--- config.mk ---
export PLATFORM = sky130hd
export DESIGN_NAME = iq_sweep_controller
export DESIGN_NICKNAME = d
export VERILOG_FILES = /design/src/rtl/iq_sweep_controller.sv
export SDC_FILE = /design/constraint.sdc
export NUM_CORES = 1
export LEC_CHECK = 0
export BUFFER_PORTS_ARGS = -buffer_cell sky130_fd_sc_hd__clkbuf_2
export CAP_MARGIN = 20
export CORE_UTILIZATION = 45
export CTS_CLUSTER_DIAMETER = 30
export CTS_CLUSTER_SIZE = 14
export DETAILED_ROUTE_END_ITERATION = 10
export GPL_TIMING_DRIVEN = 0
export PLACE_DENSITY = 0.7
export RECOVER_POWER = 50
export SYNTH_ARGS = -nofsm -noshare
export SYNTH_HDL_FRONTEND = slang
export SYNTH_SLANG_ARGS = --single-unit
--- constraint.sdc ---
create_clock -name CLK -period 2.9 [get_ports CLK]
set_input_delay 0.58 -clock CLK [delete_from_list [all_inputs] [get_ports CLK]]
set_output_delay 0.58 -clock CLK [all_outputs]
set_load 0.02 [all_outputs]
--- src/rtl/iq_sweep_controller.sv ---
// iq_sweep_controller
// Steps the mixing NCO phase increment across a frequency sweep. After each
// frequency change it waits a programmable number of cycles for the FIR to
// settle, then averages 2^AVG_LOG2 valid I/Q samples and offers the result
// downstream over a valid/ready handshake.
module iq_sweep_controller #(
   parameter int W        = 14,
   parameter int AVG_LOG2 = 4,
   parameter int IDX_W    = 10
) (
   input  logic                    CLK,
   input  logic                    reset_n,
   input  logic                    start,
   input  logic                    abort,
   input  logic [31:0]             start_inc,
   input  logic [31:0]             step_inc,
   input  logic [IDX_W-1:0]        num_points,
   input  logic [15:0]             settle_cycles,
   input  logic signed [W-1:0]     i_in,
   input  logic signed [W-1:0]     q_in,
   input  logic                    iq_valid,
   output logic [31:0]             phase_inc,
   output logic                    res_valid,
   input  logic                    res_ready,
   output logic signed [W-1:0]     res_i,
   output logic signed [W-1:0]     res_q,
   output logic [IDX_W-1:0]        res_index,
   output logic                    busy,
   output logic                    done
);

   localparam int ACC_W = W + AVG_LOG2;

   typedef enum logic [2:0] {
      S_IDLE,
      S_LOAD,
      S_SETTLE,
      S_ACCUM,
      S_OUTPUT,
      S_FINISH
   } state_t;

   // Divide by the sample count with an arithmetic shift: floor toward -inf.
   function automatic logic signed [W-1:0] avg_floor(input logic signed [ACC_W-1:0] acc);
      logic signed [ACC_W-1:0] shifted;
      shifted = acc >>> AVG_LOG2;
      return W'(shifted);
   endfunction

   state_t                    r_state;
   state_t                    w_next_state;

   logic [31:0]               r_start_inc;
   logic [31:0]               r_step_inc;
   logic [IDX_W-1:0]          r_num_points;
   logic [15:0]               r_settle_cycles;

   logic [31:0]               r_phase_inc;
   logic [IDX_W-1:0]          r_idx;
   logic [15:0]               r_settle_cnt;
   logic signed [ACC_W-1:0]   r_acc_i;
   logic signed [ACC_W-1:0]   r_acc_q;
   logic [AVG_LOG2-1:0]       r_cnt;

   logic                      r_res_valid;
   logic signed [W-1:0]       r_res_i;
   logic signed [W-1:0]       r_res_q;
   logic [IDX_W-1:0]          r_res_index;

   logic                      w_last_sample;
   logic                      w_last_point;
   logic                      w_handshake;
   logic                      w_abort;
   logic signed [ACC_W-1:0]   w_acc_i_nxt;
   logic signed [ACC_W-1:0]   w_acc_q_nxt;

   assign w_last_sample = iq_valid && (r_cnt == {AVG_LOG2{1'b1}});
   assign w_last_point  = (r_idx == r_num_points - IDX_W'(1));
   assign w_handshake   = r_res_valid && res_ready;
   assign w_abort       = abort && (r_state != S_IDLE);
   assign w_acc_i_nxt   = r_acc_i + ACC_W'(i_in);
   assign w_acc_q_nxt   = r_acc_q + ACC_W'(q_in);

   assign phase_inc = r_phase_inc;
   assign res_valid = r_res_valid;
   assign res_i     = r_res_i;
   assign res_q     = r_res_q;
   assign res_index = r_res_index;

   // State register.
   always_ff @(posedge CLK) begin
      if (!reset_n) begin
         r_state <= S_IDLE;
      end else begin
         r_state <= w_next_state;
      end
   end

   // Next-state decode plus status outputs; abort overrides every transition.
   always_comb begin
      w_next_state = r_state;
      busy         = (r_state != S_IDLE);
      done         = (r_state == S_FINISH);
      case (r_state)
         S_IDLE: begin
            if (start) begin
               w_next_state = (num_points != '0) ? S_LOAD : S_FINISH;
            end
         end
         S_LOAD:   w_next_state = S_SETTLE;
         S_SETTLE: begin
            if (r_settle_cnt == '0) w_next_state = S_ACCUM;
         end
         S_ACCUM: begin
            if (w_last_sample) w_next_state = S_OUTPUT;
         end
         S_OUTPUT: begin
            if (w_handshake) w_next_state = w_last_point ? S_FINISH : S_SETTLE;
         end
         S_FINISH: w_next_state = S_IDLE;
         default:  w_next_state = S_IDLE;
      endcase
      if (w_abort) w_next_state = S_IDLE;
   end

   // Sweep datapath: configuration latch, NCO stepping, settle timer,
   // accumulation and the result holding register.
   always_ff @(posedge CLK) begin
      if (!reset_n) begin
         r_start_inc     <= '0;
         r_step_inc      <= '0;
         r_num_points    <= '0;
         r_settle_cycles <= '0;
         r_phase_inc     <= '0;
         r_idx           <= '0;
         r_settle_cnt    <= '0;
         r_acc_i         <= '0;
         r_acc_q         <= '0;
         r_cnt           <= '0;
         r_res_valid     <= 1'b0;
         r_res_i         <= '0;
         r_res_q         <= '0;
         r_res_index     <= '0;
      end else if (w_abort) begin
         // Abort wins over a same-cycle handshake: drop the result, keep phase.
         r_res_valid <= 1'b0;
      end else begin
         case (r_state)
            S_IDLE: begin
               if (start) begin
                  r_start_inc     <= start_inc;
                  r_step_inc      <= step_inc;
                  r_num_points    <= num_points;
                  r_settle_cycles <= settle_cycles;
               end
            end
            S_LOAD: begin
               r_phase_inc  <= r_start_inc;
               r_idx        <= '0;
               r_settle_cnt <= r_settle_cycles;
            end
            S_SETTLE: begin
               if (r_settle_cnt == '0) begin
                  r_acc_i <= '0;
                  r_acc_q <= '0;
                  r_cnt   <= '0;
               end else begin
                  r_settle_cnt <= r_settle_cnt - 16'd1;
               end
            end
            S_ACCUM: begin
               if (iq_valid) begin
                  r_acc_i <= w_acc_i_nxt;
                  r_acc_q <= w_acc_q_nxt;
                  r_cnt   <= r_cnt + AVG_LOG2'(1);
                  if (w_last_sample) begin
                     r_res_i     <= avg_floor(w_acc_i_nxt);
                     r_res_q     <= avg_floor(w_acc_q_nxt);
                     r_res_index <= r_idx;
                     r_res_valid <= 1'b1;
                  end
               end
            end
            S_OUTPUT: begin
               if (w_handshake) begin
                  r_res_valid <= 1'b0;
                  if (!w_last_point) begin
                     r_phase_inc  <= r_phase_inc + r_step_inc;
                     r_idx        <= r_idx + IDX_W'(1);
                     r_settle_cnt <= r_settle_cycles;
                  end
               end
            end
            default: ;
         endcase
      end
   end

endmodule

# ---- Word level (Yosys, flattened, before mapping)
# Cells that the tools add are included.
# W data, S select, Z words.
dict set report totals {
  reg_bits 230
  latch_bits 0
  ram_bits 0
  mem_bits_ro 0
  input_bits 124
  out_inout_bits 73
  word_cells 86
  mem_count 0
}
dict set report op_classes {
  add_sub_neg 7
  n_mul 0
  n_div 0
  n_lt_le_gt_ge 0
  eq_ne 14
  shift 0
  mux 29
  bitwise 2
  reduce_logical 19
}
# op count
set op_table {}
lappend op_table {{$pmux W18 S2} 2}
lappend op_table {{$mux W32} 2}
lappend op_table {{$pmux W32 S2} 1}
lappend op_table {{$mux W18} 3}
lappend op_table {{$mux W16} 3}
lappend op_table {{$pmux W16 S3} 1}
lappend op_table {{$add A18 B14 Y18} 2}
lappend op_table {{$add A32 B32 Y32} 1}
lappend op_table {{$mux W10} 2}
lappend op_table {{$pmux W10 S2} 1}
lappend op_table {{$reduce_and A4 Y1} 5}
lappend op_table {{$mux W3} 6}
lappend op_table {{$logic_not A16 Y1} 1}
lappend op_table {{$sub A16 B1 Y16 const B} 1}
lappend op_table {{$pmux W3 S5} 1}
lappend op_table {{$ne A2 B2 Y1 const B} 7}
lappend op_table {{$add A10 B1 Y10 const B} 1}
lappend op_table {{$eq A10 B10 Y1} 1}
lappend op_table {{$reduce_bool A10 Y1} 1}
lappend op_table {{$sub A10 B1 Y10 const B} 1}
lappend op_table {{$mux W4} 2}
lappend op_table {{$pmux W4 S2} 1}
lappend op_table {{$eq A3 B2 Y1 const B} 2}
lappend op_table {{$eq A3 B3 Y1 const B} 2}
lappend op_table {{other kinds (13)} 21}

# ---- Logic depth before layout (Yosys ltp)
# Gate-level depths: netlist of the first run.
dict set report depth {
  word_depth 5
  mapped_depth 13
  depth_no_buf 13
}

# ---- Least setup slack after synthesis of the first run
# OpenSTA, ideal clock, no wires.
dict set report synth_path {
  path_type {input to register}
  from {in q_in[0]}
  to {reg r_acc_q[16]}
  setup_ns 0.122
  t_arrival_ns 2.982
  t_required_ns 2.778
  slack_ns -0.204
  path_stages 13
  n_path_buf 0
  path_cell_list {ha_1 -> inv_1 -> fa_1 -> nor2b_1 -> o21ai_0 -> nand2b_1 -> a21o_1 -> a21o_1 -> a311oi_1 -> or3_1 -> o41ai_1 -> nor2_1 -> a311o_1}
}
dict set report synth_via {
  elab_chain_len 3
}
# item line_no
set synth_lines {}
lappend synth_lines {{start: declaration} 20} ;# input logic signed [W-1:0] q_in,
lappend synth_lines {{$add A18 B14 Y18} 82} ;# assign w_acc_q_nxt = r_acc_q + ACC_W'(q_in);
lappend synth_lines {{$mux W18} 172} ;# if (iq_valid) begin
lappend synth_lines {{$pmux W18 S2} 148} ;# case (r_state)
lappend synth_lines {{end signal: assignment} 174} ;# r_acc_q <= w_acc_q_nxt;
lappend synth_lines {{end: declaration} 62} ;# logic signed [ACC_W-1:0] r_acc_q;
# Every way passes these cells. The select of a mux whose other input is x is not followed.
# A chain may end at the register's enable or synchronous reset.

# ---- Final worst setup path of the first run
dict set report layout_path {
  from {reg r_phase_inc[22] (netlist: phase_inc[22])}
  to {reg r_phase_inc[29] (netlist: phase_inc[29])}
}
dict set report layout_via {
  elab_chain_len 4
}
# item line_no
set layout_lines {}
lappend layout_lines {{start: declaration} 58} ;# logic [31:0] r_phase_inc;
lappend layout_lines {{start signal: assignment} 158} ;# r_phase_inc <= r_start_inc;
lappend layout_lines {{start signal: assignment} 188} ;# r_phase_inc <= r_phase_inc + r_step_inc;
lappend layout_lines {{$add A32 B32 Y32} 188}
lappend layout_lines {{$mux W32} 187} ;# if (!w_last_point) begin
lappend layout_lines {{$mux W32} 185} ;# if (w_handshake) begin
lappend layout_lines {{$pmux W32 S2} 148}
# Every way passes these cells. The select of a mux whose other input is x is not followed.

==> results of run 1 <==
[through the flow]
step,setup slack [ps],TNS [ps]
final,26.8,0
after global routing,-118,-508
after CTS,-37.3,-99.7
after detailed placement,-733,-46950
after global placement,-650,-42250
after floorplan,-52.1,-52.1
[repair_timing]
action / in CTS / in global routing
gates resized for setup: 66 / 80
endpoints found under the setup margin: 130 / 117
buffers inserted: 16 / 18
gates cloned: 2 / 1
pin swaps: 15 / 45
[final cells by class]
| type | instances | area, um2 | share of cell area |
|---|---|---|---|
| diodes | 2 | 5.00 | 0.000306 |
| clock inverters | 36 | 520 | 0.0319 |
| repair buffers | 233 | 1190 | 0.0730 |
| well taps | 335 | 419 | 0.0257 |
| clock buffers | 67 | 1510 | 0.0926 |
| inverters | 34 | 130 | 0.00797 |
| plain buffers | 85 | 382 | 0.0234 |
| flip-flops and latches | 230 | 4620 | 0.283 |
| multi-input cells | 1232 | 7550 | 0.462 |
[sequential cells by signal (all words and copies together), names as in the netlist]
register,cells
phase_inc,32
r_start_inc,32
r_step_inc,32
r_acc_i,18
r_acc_q,18
r_settle_cnt,16
r_settle_cycles,16
res_i,14
res_q,14
r_idx,10
r_num_points,10
res_index,10
r_cnt,4
r_state,3
res_valid,1
[worst max-delay path: stages, from the launching register on]
cell      delay, ps
dfxtp_1         350
ha_1            460
a21oi_1         430
o21ai_0         180
a21o_1          210
a21o_1          170
a21o_1          180
a21oi_1         150
o21ai_1         110
xor2_1          170
nand2_1          90
a311oi_2        290
[power breakdown]
group	switching (mW)	leakage [nW]	internal, mW
Combinational	2.48	3.84	1.58
Sequential	0.397	1.87	3.61
Clock	1.97	0.962	4.67
Total	4.85	6.68	9.86
[per-layer routing]
| metal | vias up | share of wire |
|---|---|---|
| met3 | 94 | 0.065 |
| met2 | 447 | 0.47 |
| li1 | 6123 | - |
| met5 | - | 0 |
| met4 | 0 | 0.032 |
| met1 | 5879 | 0.44 |
[cell usage in the layout (no fill, tap or decap), drive strengths merged, types with 23 or more instances in the layout]
cell      n
nand2   356
xnor2    46
nand3    32
dfxtp   230
clkbuf  339
ha       69
a21oi   222
xor2     31
nor2    136
o21ai    57
a21o     28
nor3     25
buf      46
inv      35
a22oi    23
[cell usage after synthesis (10+ instances only)]
cell | n | area, um2
a21oi_1 | 221 | 1110
a31oi_1 | 20 | 125
nand3_1 | 32 | 160
inv_1 | 34 | 128
clkbuf_1 | 80 | 300
xor2_1 | 31 | 272
nor3_1 | 25 | 125
ha_1 | 69 | 863
nand2_1 | 356 | 1340
xnor2_1 | 46 | 403
a211oi_1 | 15 | 113
o21bai_1 | 12 | 90.1
nand2b_1 | 16 | 100
a311oi_1 | 16 | 140
a22oi_1 | 23 | 173
a21o_1 | 28 | 210
and3_1 | 10 | 62.6
or3_1 | 14 | 87.6
dfxtp_1 | 230 | 4600
nor2_1 | 136 | 510
and2_1 | 10 | 62.6
o21ai_0 | 57 | 285
[worst paths after layout]
| check | cells past startpoint | start | slack, ps | to |
|---|---|---|---|---|
| max | 11 | phase_inc[22]$_SDFFE_PN0P_ | 30 | phase_inc[29]$_SDFFE_PN0P_ |
| max reg2reg | 11 | phase_inc[22]$_SDFFE_PN0P_ | 30 | phase_inc[29]$_SDFFE_PN0P_ |
| min | 3 | step_inc[16] | 240 | r_step_inc[16]$_SDFFE_PN0P_ |
| min reg2reg | 2 | res_i[10]$_SDFFE_PN0P_ | 450 | res_i[10]$_SDFFE_PN0P_ |
[kinds of logic after synthesis]
logic type,synth area share
adders and majority gates,0.0762
and+or+nand+nor,0.224
DFF,0.380
muxes,0.00331
AOI/OAI and AO/OA,0.223
xor gates and xnor gates,0.0557
buffers and inverters,0.0377
==> flow_metrics.env, run 1 <==
export IMPL_status="finished with violations"
export IMPL_violations="DRC"
export IMPL_ir_worst_vdd_uv=481
export IMPL_synth_ff_type="dfxtp_1"
export IMPL_numPlacedInstances=2113
export IMPL_start_util=0.462
export IMPL_cap_violations=0
export IMPL_yosysWarnings=0
export IMPL_cellLeakagePower_nw=6.68
export IMPL_cp_max_fo=6
export IMPL_worstMarginPinSlew_ps=946
export IMPL_timing_hold_ws_ps=240
export IMPL_hold_path_class="in -> reg"
export IMPL_dpl_hpwl_mm=27.5
export IMPL_synthesis_area_um2=12100
export IMPL_grt_use_met3=0.0512
export IMPL_hold_violations=0
export IMPL_synthToLayoutAreaGrowth_pct=34.9
export IMPL_post_route_drc_count=9
export IMPL_wire_per_inst_um=17.3
export IMPL_die_area_um2=27600
export IMPL_row_count=59
export IMPL_final_nets=2067
export IMPL_grt_usage=0.271
export IMPL_clock_sinks=230
export IMPL_rsz0062_at_grt="yes"
export IMPL_ys_seq_area_frac=0.380
export IMPL_cts_buffers=55
export IMPL_postPlaceCellArea_um2=13600
export IMPL_finish_utilization=0.623
export IMPL_final_cell_area_um2=16300
export IMPL_grtUsageMet2=0.449
export IMPL_fin_crit_ps=2870
export IMPL_max_freq_ghz=0.348
export IMPL_avgViaCountPerCell=5.56
export IMPL_synth_nets=1778
export IMPL_skew_ps=29.5
export IMPL_grt_pass1_vias=12000
export IMPL_period_share=0.991
export IMPL_core_area_um2=26200
export IMPL_cp_start_kind="flop"
export IMPL_htree_levels=2
export IMPL_p_per_area_nw_per_um2=901
export IMPL_async_reset_ff_frac=0
export IMPL_relSlewSlack=0.366
export IMPL_drtIter0Drc=907
export IMPL_ctsRootBufferMaster="clkbuf_16"
export IMPL_die_width_um=166
export IMPL_path_clk_slew_ps=50
export IMPL_grt_max_degree=15
export IMPL_vias=12500
export IMPL_die_h_um=166
export IMPL_ant_nets=0
export IMPL_crit_required_ps=3360
export IMPL_fill_cells=2264
export IMPL_yosys_register_bits=230
export IMPL_ioPinCount=197
export IMPL_end_kind="flop"
export IMPL_holdBufCountCts=0
export IMPL_synth_cell_types=61
export IMPL_dr_pass1_iters=8
export IMPL_clock_path_buffers=3
export IMPL_place_gp_congestion=0.936
export IMPL_worstSkewPairLatency_ps=560
export IMPL_criticalPathCategory="reg -> reg"
export IMPL_post_route_cells_drive_above_1_share=0.190
export IMPL_port_buffers=196
export IMPL_syn_inst=1582
export IMPL_cts_tree="done"
export IMPL_setup_violations_final=0
export IMPL_grt_pass1_wl_mm=60.4
export IMPL_grt_busiest_layer="met2"
export IMPL_synth_edff_count=0
export IMPL_synth_avg_cell_area_um2=7.66
export IMPL_cp_arrival_ps=3340
export IMPL_antenna_found_initial=2
export IMPL_slew_violations=0
export IMPL_final_cell_count_no_fill=2254
export IMPL_grt_overflow=0
export IMPL_wl_mm=38.9
export IMPL_grt_use_met1=0.347
export IMPL_power_mw=14.7
Power figures use the tool's default switching activity.
==> inputs of run 2 (changes only) <==
--- a/config.mk
+++ b/config.mk
@@ -6,13 +6,13 @@
 export NUM_CORES = 1
 export LEC_CHECK = 0
 export BUFFER_PORTS_ARGS = -buffer_cell sky130_fd_sc_hd__clkbuf_2
-export CAP_MARGIN = 20
+export CORE_ASPECT_RATIO = 0.5
 export CORE_UTILIZATION = 45
 export CTS_CLUSTER_DIAMETER = 30
 export CTS_CLUSTER_SIZE = 14
 export DETAILED_ROUTE_END_ITERATION = 10
 export GPL_TIMING_DRIVEN = 0
-export PLACE_DENSITY = 0.7
+export PLACE_DENSITY = 0.65
 export RECOVER_POWER = 50
 export SYNTH_ARGS = -nofsm -noshare
 export SYNTH_HDL_FRONTEND = slang
==> run 2 against run 1 <==
- the run ends with DRC, setup timing left
- worst setup slack worse by 94 ps
- critical path depth unchanged
- flip-flop and latch count did not move
- wire length shrank 1.0%
- hold slack improved by 33 ps
- combinational power shrank 1%
- count of clock-buffer cells in the layout down 21
- clock skew down 1.0 ps
- final cell count decreased by 0.89%
- register-to-register slack lost 90 ps
- total power down 13%
- clock power down 28%
- critical path type unchanged
- largest cell class unchanged
- largest power group unchanged
==> flow_metrics.env, run 2 (same netlist as run 1, synthesis figures left out) <==
export IMPL_worstMarginPinSlew_ps=889
export IMPL_cap_violations=0
export IMPL_antenna_found_initial=1
export IMPL_path_cells="nor4_4 -> nand2_1 -> xnor2_1 -> or4_4 -> a2111oi_4 -> a2111oi_4 -> a21oi_4 -> buf_6 -> nor3_2 -> a21oi_2 -> a21oi_1"
export IMPL_clkPwrFrac=0.372
export IMPL_place_gp_congestion=0.920
export IMPL_period_share=1.02
export IMPL_ant_nets=0
export IMPL_cts_buffers=38
export IMPL_end_kind="flop"
export IMPL_ctsRootBufferMaster="clkbuf_16"
export IMPL_path_clk_slew_ps=60
export IMPL_layout_area_seq_um2=4630
export IMPL_status="finished with violations"
export IMPL_holdBufCountCts=0
export IMPL_clock_path_buffers=3
export IMPL_p_comb_frac=0.315
export IMPL_finalSetupTns_ps=-402
export IMPL_internal_power_mw=8.18
export IMPL_cp_start_kind="flop"
export IMPL_p_per_area_nw_per_um2=813
export IMPL_grt_usage=0.273
export IMPL_postPlaceCellArea_um2=13600
export IMPL_final_cell_area_um2=15700
export IMPL_multi_input_area_um2=7650
export IMPL_post_route_cells_drive_above_1_share=0.185
export IMPL_ir_worst_vdd_uv=426
export IMPL_grt_pass1_vias=11400
export IMPL_die_h_um=118
export IMPL_vias=12300
export IMPL_clock_sinks=230
export IMPL_slowest_delay_ps=540
export IMPL_final_common_cell="nand2_1"
export IMPL_path_buf_inv=1
export IMPL_violations="DRC, setup timing"
export IMPL_grt_pass1_wl_mm=59.5
export IMPL_slew_violations=0
export IMPL_wire_per_inst_um=17.2
export IMPL_r2r_setup_slack_ps=-70
export IMPL_cts_tree="done"
export IMPL_hold_path_class="in -> reg"
export IMPL_ioPinCount=197
export IMPL_power_frac_seq=0.313
export IMPL_grt_max_degree=15
export IMPL_cellLeakagePower_nw=6.36
export IMPL_worstSkewPairLatency_ps=540
export IMPL_critical_path_top_delay_family="simple AND/OR/NAND/NOR gates"
export IMPL_timing_hold_ws_ps=273
export IMPL_relSlewSlack=0.404
export IMPL_dr_pass1_iters=9
export IMPL_cp_max_fo=7
export IMPL_slowest_stage="or4_4"
export IMPL_port_buffers=196
export IMPL_max_freq_ghz=0.337
export IMPL_skew_ps=28.5
export IMPL_rsz0062_at_grt="yes"
export IMPL_die_width_um=234
export IMPL_cp_arrival_ps=3330
export IMPL_final_nets=2048
export IMPL_setup_violations_final=13
export IMPL_hold_violations=0
export IMPL_synthToLayoutAreaGrowth_pct=30.0
export IMPL_row_count=42
export IMPL_dpl_hpwl_mm=27.4
export IMPL_post_route_drc_count=8
export IMPL_mostFrequentLayoutCells="nand2_1 (350), dfxtp_1 (218), a21oi_1 (214), clkbuf_1 (144), nor2_1 (131)"
export IMPL_grt_overflow=0
export IMPL_fin_crit_ps=2970
export IMPL_fin_ws_ps=-66.7
export IMPL_drtIter0Drc=946
export IMPL_swShare=0.361
export IMPL_die_area_um2=27600
export IMPL_fill_cells=2465
export IMPL_power_mw=12.8
export IMPL_core_area_um2=26400
export IMPL_crit_required_ps=3260
export IMPL_wl_mm=38.5
export IMPL_dp_slack_ps=-702
export IMPL_avgViaCountPerCell=5.50
export IMPL_p_sw_mw=4.62
export IMPL_criticalPathCategory="reg -> reg"
export IMPL_path_common_cell="a2111oi_4"
export IMPL_start_util=0.458
export IMPL_htree_levels=2
==> run 2: changes by cell type in the layout (fill, tap and decap cells not counted), sizes merged <==
cell      before  now
clkinv        13    8
buf           46   48
inv           35   39
bufinv        11    5
diode          2    1
a2111oi        5    6
clkinvlp      11    5
clkbuf       339  313
==> run 2: power by group through the flow <==
stage | combinational, mW | sequential [mW] | clock (mW)
detailed placement | 3.43 | 4.01 | 0
floorplan | 2.40 | 4.00 | 0
global route | 4.43 | 4.04 | 4.96
global placement | 3.40 | 4.00 | 0
finish | 4.03 | 4.00 | 4.77
CTS | 3.64 | 3.96 | 4.80
==> run 2: final timing paths <==
path,start,end,depth (start not counted)
hold reg to reg,res_q[1]$_SDFFE_PN0P_,res_q[1]$_SDFFE_PN0P_,2
setup reg to reg,r_num_points[5]$_SDFFE_PN0P_,r_settle_cnt[0]$_SDFFE_PN0P_,11
hold / removal,step_inc[24],r_step_inc[24]$_SDFFE_PN0P_,3
setup / recovery,r_num_points[5]$_SDFFE_PN0P_,r_settle_cnt[0]$_SDFFE_PN0P_,11
==> run 2: worst register-to-register path, stage by stage (launching register included) <==
cell and delay [ps]:
dfxtp_4 360, nor4_4 380, nand2_1 120, xnor2_1 140, or4_4 540, a2111oi_4 400, a2111oi_4 100, a21oi_4 290
buf_6 190, nor3_2 50, a21oi_2 130, a21oi_1 80
==> run 2: layout make-up <==
type / count / share of cell area
Multi-Input combinational cell: 1233 / 0.486
Timing Repair Buffer: 229 / 0.0735
Clock inverter: 23 / 0.0196
Tap cell: 352 / 0.0280
Buffer: 86 / 0.0251
Antenna cell: 1 / 0.000159
Sequential cell: 230 / 0.294
Inverter: 34 / 0.00810
Clock buffer: 46 / 0.0655
==> run 2: through the flow <==
step	util	std cells
global placement	0.514	2130
detailed placement	0.514	2130
CTS	0.579	2218
global route	0.596	2234
floorplan	-	1582
finish	0.596	2234
==> run 2: timing repair <==
action,CTS,global route
cloned,1,2
pin swaps,20,58
endpoints found under the setup margin,130,111
gates resized for setup,58,124
endpoints found under the hold margin,0,0
buffers inserted,18,13
==> run 2: routing by layer <==
metal | share of wire | track usage | wire length (um) | up-vias
met4 | 0.032 | 0.0998 | 1230 | 0
met2 | 0.43 | 0.412 | 16700 | 393
met1 | 0.47 | 0.388 | 18100 | 5742
met5 | 0 | 0 | 0 | -
li1 | - | - | - | 6074
met3 | 0.063 | 0.0448 | 2430 | 88
==> inputs of run 3 (changes only) <==
--- a/config.mk
+++ b/config.mk
@@ -8,11 +8,12 @@
 export BUFFER_PORTS_ARGS = -buffer_cell sky130_fd_sc_hd__clkbuf_2
 export CORE_ASPECT_RATIO = 0.5
 export CORE_UTILIZATION = 45
+export CTS_BUF_LIST = sky130_fd_sc_hd__clkbuf_2 sky130_fd_sc_hd__clkbuf_4 sky130_fd_sc_hd__clkbuf_8
 export CTS_CLUSTER_DIAMETER = 30
 export CTS_CLUSTER_SIZE = 14
 export DETAILED_ROUTE_END_ITERATION = 10
 export GPL_TIMING_DRIVEN = 0
-export PLACE_DENSITY = 0.65
+export PLACE_DENSITY = 0.63
 export RECOVER_POWER = 50
 export SYNTH_ARGS = -nofsm -noshare
 export SYNTH_HDL_FRONTEND = slang
==> constraint.sdc (replaced) <==
create_clock -name CLK -period 3.55 [get_ports CLK]
set_input_delay 0.71 -clock CLK [delete_from_list [all_inputs] [get_ports CLK]]
set_output_delay 0.71 -clock CLK [all_outputs]
set_load 0.02 [all_outputs]
==> run 3 against run 2 <==
- the flow finishes with violations (DRC)
- highest routed layer unchanged
- clock skew shrank 3.4 ps
- wire length grew 0.11%
- count of clock-buffer cells in the layout shrank 1
- flip-flop and latch count did not move
==> flow_metrics.env, run 3 (same netlist as run 1, synthesis figures left out) <==
export IMPL_holdBufCountCts=0
export IMPL_swShare=0.400
export IMPL_row_count=42
export IMPL_die_h_um=118
export IMPL_p_comb_frac=0.339
export IMPL_clkPwrFrac=0.277
export IMPL_relSlewSlack=0.382
export IMPL_rsz0062_at_grt="yes"
export IMPL_max_freq_ghz=0.295
export IMPL_dpl_hpwl_mm=29.0
export IMPL_place_gp_congestion=0.919
export IMPL_cts_buffers=37
export IMPL_internal_power_mw=5.06
export IMPL_hold_violations=0
export IMPL_path_clk_slew_ps=80
export IMPL_slew_violations=0
export IMPL_die_area_um2=27600
export IMPL_port_buffers=196
export IMPL_cp_start_kind="flop"
export IMPL_worstMarginPinSlew_ps=922
export IMPL_clock_sinks=230
export IMPL_fin_ws_ps=166
export IMPL_r2r_start="phase_inc[0]$_SDFFE_PN0P_"
export IMPL_num_antenna_cells=0
export IMPL_reg2reg_depth=13
export IMPL_worstSkewPairLatency_ps=560
export IMPL_ant_nets=0
export IMPL_setup_violations_final=0
export IMPL_grt_max_degree=13
export IMPL_cp_startpoint="phase_inc[0]$_SDFFE_PN0P_"
export IMPL_wl_mm=38.5
export IMPL_antenna_found_initial=0
export IMPL_post_route_drc_count=7
export IMPL_mostFrequentLayoutCells="nand2_1 (356), dfxtp_1 (229), a21oi_1 (220), clkbuf_1 (149), nor2_1 (136)"
export IMPL_cellLeakagePower_nw=5.75
export IMPL_ioPinCount=197
export IMPL_final_common_cell="nand2_1"
export IMPL_avgViaCountPerCell=5.49
export IMPL_crit_required_ps=4010
export IMPL_grt_overflow=0
export IMPL_power_frac_seq=0.383
export IMPL_die_width_um=234
export IMPL_cap_violations=0
export IMPL_p_sw_mw=3.37
export IMPL_vias=12100
export IMPL_timing_hold_ws_ps=368
export IMPL_criticalPathCategory="reg -> reg"
export IMPL_period_share=0.953
export IMPL_hold_path_class="in -> reg"
export IMPL_grt_pass1_wl_mm=59.7
export IMPL_ir_worst_vdd_uv=259
export IMPL_end_kind="flop"
export IMPL_finish_utilization=0.540
export IMPL_r2r_end="phase_inc[30]$_SDFFE_PN0P_"
export IMPL_start_util=0.458
export IMPL_cp_arrival_ps=3840
export IMPL_power_mw=8.43
export IMPL_status="finished with violations"
export IMPL_r2r_setup_slack_ps=170
export IMPL_grt_usage=0.274
export IMPL_endpoint="phase_inc[30]$_SDFFE_PN0P_"
export IMPL_drtIter0Drc=894
export IMPL_skew_ps=25.2
export IMPL_ctsRootBufferMaster="clkbuf_8"
export IMPL_final_nets=2016
export IMPL_synthToLayoutAreaGrowth_pct=17.8
export IMPL_violations="DRC"
export IMPL_post_route_cells_drive_above_1_share=0.118
export IMPL_htree_levels=2
export IMPL_fin_crit_ps=3380
export IMPL_core_area_um2=26400
export IMPL_dp_slack_ps=-434
export IMPL_wire_per_inst_um=17.6
export IMPL_clock_path_buffers=3
export IMPL_grt_pass1_vias=11400
export IMPL_dr_pass1_iters=8
export IMPL_cp_max_fo=6
export IMPL_cts_tree="done"
export IMPL_p_per_area_nw_per_um2=591
## run 3: cell count changes in the layout (fill, tap and decap cells not counted), moves of 7 or more
| cell | change |
|---|---|
| ha_1 | +8 |
| clkbuf_8 | +39 |
| dfxtp_2 | -7 |
| clkbuf_16 | -39 |
| buf_6 | -10 |
| buf_4 | -29 |
| o21ai_1 | -11 |
| dfxtp_1 | +11 |
| o21ai_0 | +18 |
| o21ai_2 | -7 |
## run 3: layer usage
| metal | up-vias | wire [um] | GRT usage |
|---|---|---|---|
| li1 | 5972 | - | - |
| met1 | 5707 | 18000 | 0.384 |
| met2 | 315 | 17000 | 0.427 |
| met3 | 67 | 2470 | 0.0501 |
| met4 | 0 | 979 | 0.0820 |
| met5 | - | 0 | 0 |
## run 3: final cells by class
| type | instances | area (um2) |
|---|---|---|
| Multi-Input combinational cell | 1232 | 7120 |
| Clock buffer | 45 | 601 |
| Buffer | 86 | 334 |
| Sequential cell | 230 | 4610 |
| Tap cell | 352 | 440 |
| Fill cell | 2624 | 12200 |
| Inverter | 34 | 128 |
| Timing Repair Buffer | 199 | 912 |
| Clock inverter | 17 | 123 |
## run 3: how the worst min path moves through the flow
stage                                  from                              end  depth (start not counted)
6_report                        step_inc[6]       r_step_inc[6]$_SDFFE_PN0P_                          3
5_1_grt                    settle_cycles[4]  r_settle_cycles[4]$_SDFFE_PN0P_                          3
4_1_cts                         step_inc[6]       r_step_inc[6]$_SDFFE_PN0P_                          3
3_5_place_dp   r_start_inc[13]$_SDFFE_PN0P_     r_start_inc[13]$_SDFFE_PN0P_                          2
3_3_place_gp        r_acc_i[0]$_SDFFE_PN0P_          r_acc_i[0]$_SDFFE_PN0P_                          2
2_1_floorplan       r_acc_i[0]$_SDFFE_PN0P_          r_acc_i[0]$_SDFFE_PN0P_                          2
## run 3: timing repair
action                                  CTS  global route
endpoints found under the setup margin   29            37
pin swaps                                 0             4
setup buffers                             0             3
endpoints found under the hold margin     0             0
gates resized for setup                   6            12
cloned                                    0             0
## run 3: critical path: stages, from the launching register on
cell and delay (ps):
dfxtp_2 370, ha_1 180, inv_1 60, fa_1 410
nand2b_1 220, a21oi_4 190, a31oi_2 180, a2111o_1 510
a31oi_4 320, a31oi_2 170, a31o_2 250, xnor2_1 120
nand2_1 80, a31oi_1 210
## run 3: power by group through the flow
stage,registers (mW),clock network [mW],logic (mW)
after floorplan,3.27,0,1.95
after CTS,3.22,2.38,2.84
final,3.23,2.34,2.86
after global placement,3.27,0,2.76
after global routing,3.27,2.50,3.16
after detailed placement,3.28,0,2.81
## run 3: metrics by stage
| step | TNS [ps] | cell area (um2) | cells |
|---|---|---|---|
| CTS | 0 | 14300 | 2192 |
| global route | -12.5 | 14300 | 2195 |
| floorplan | 0 | 12100 | 1582 |
| global placement | -1370 | 13500 | 2130 |
| finish | 0 | 14300 | 2195 |
| detailed placement | -1820 | 13500 | 2130 |
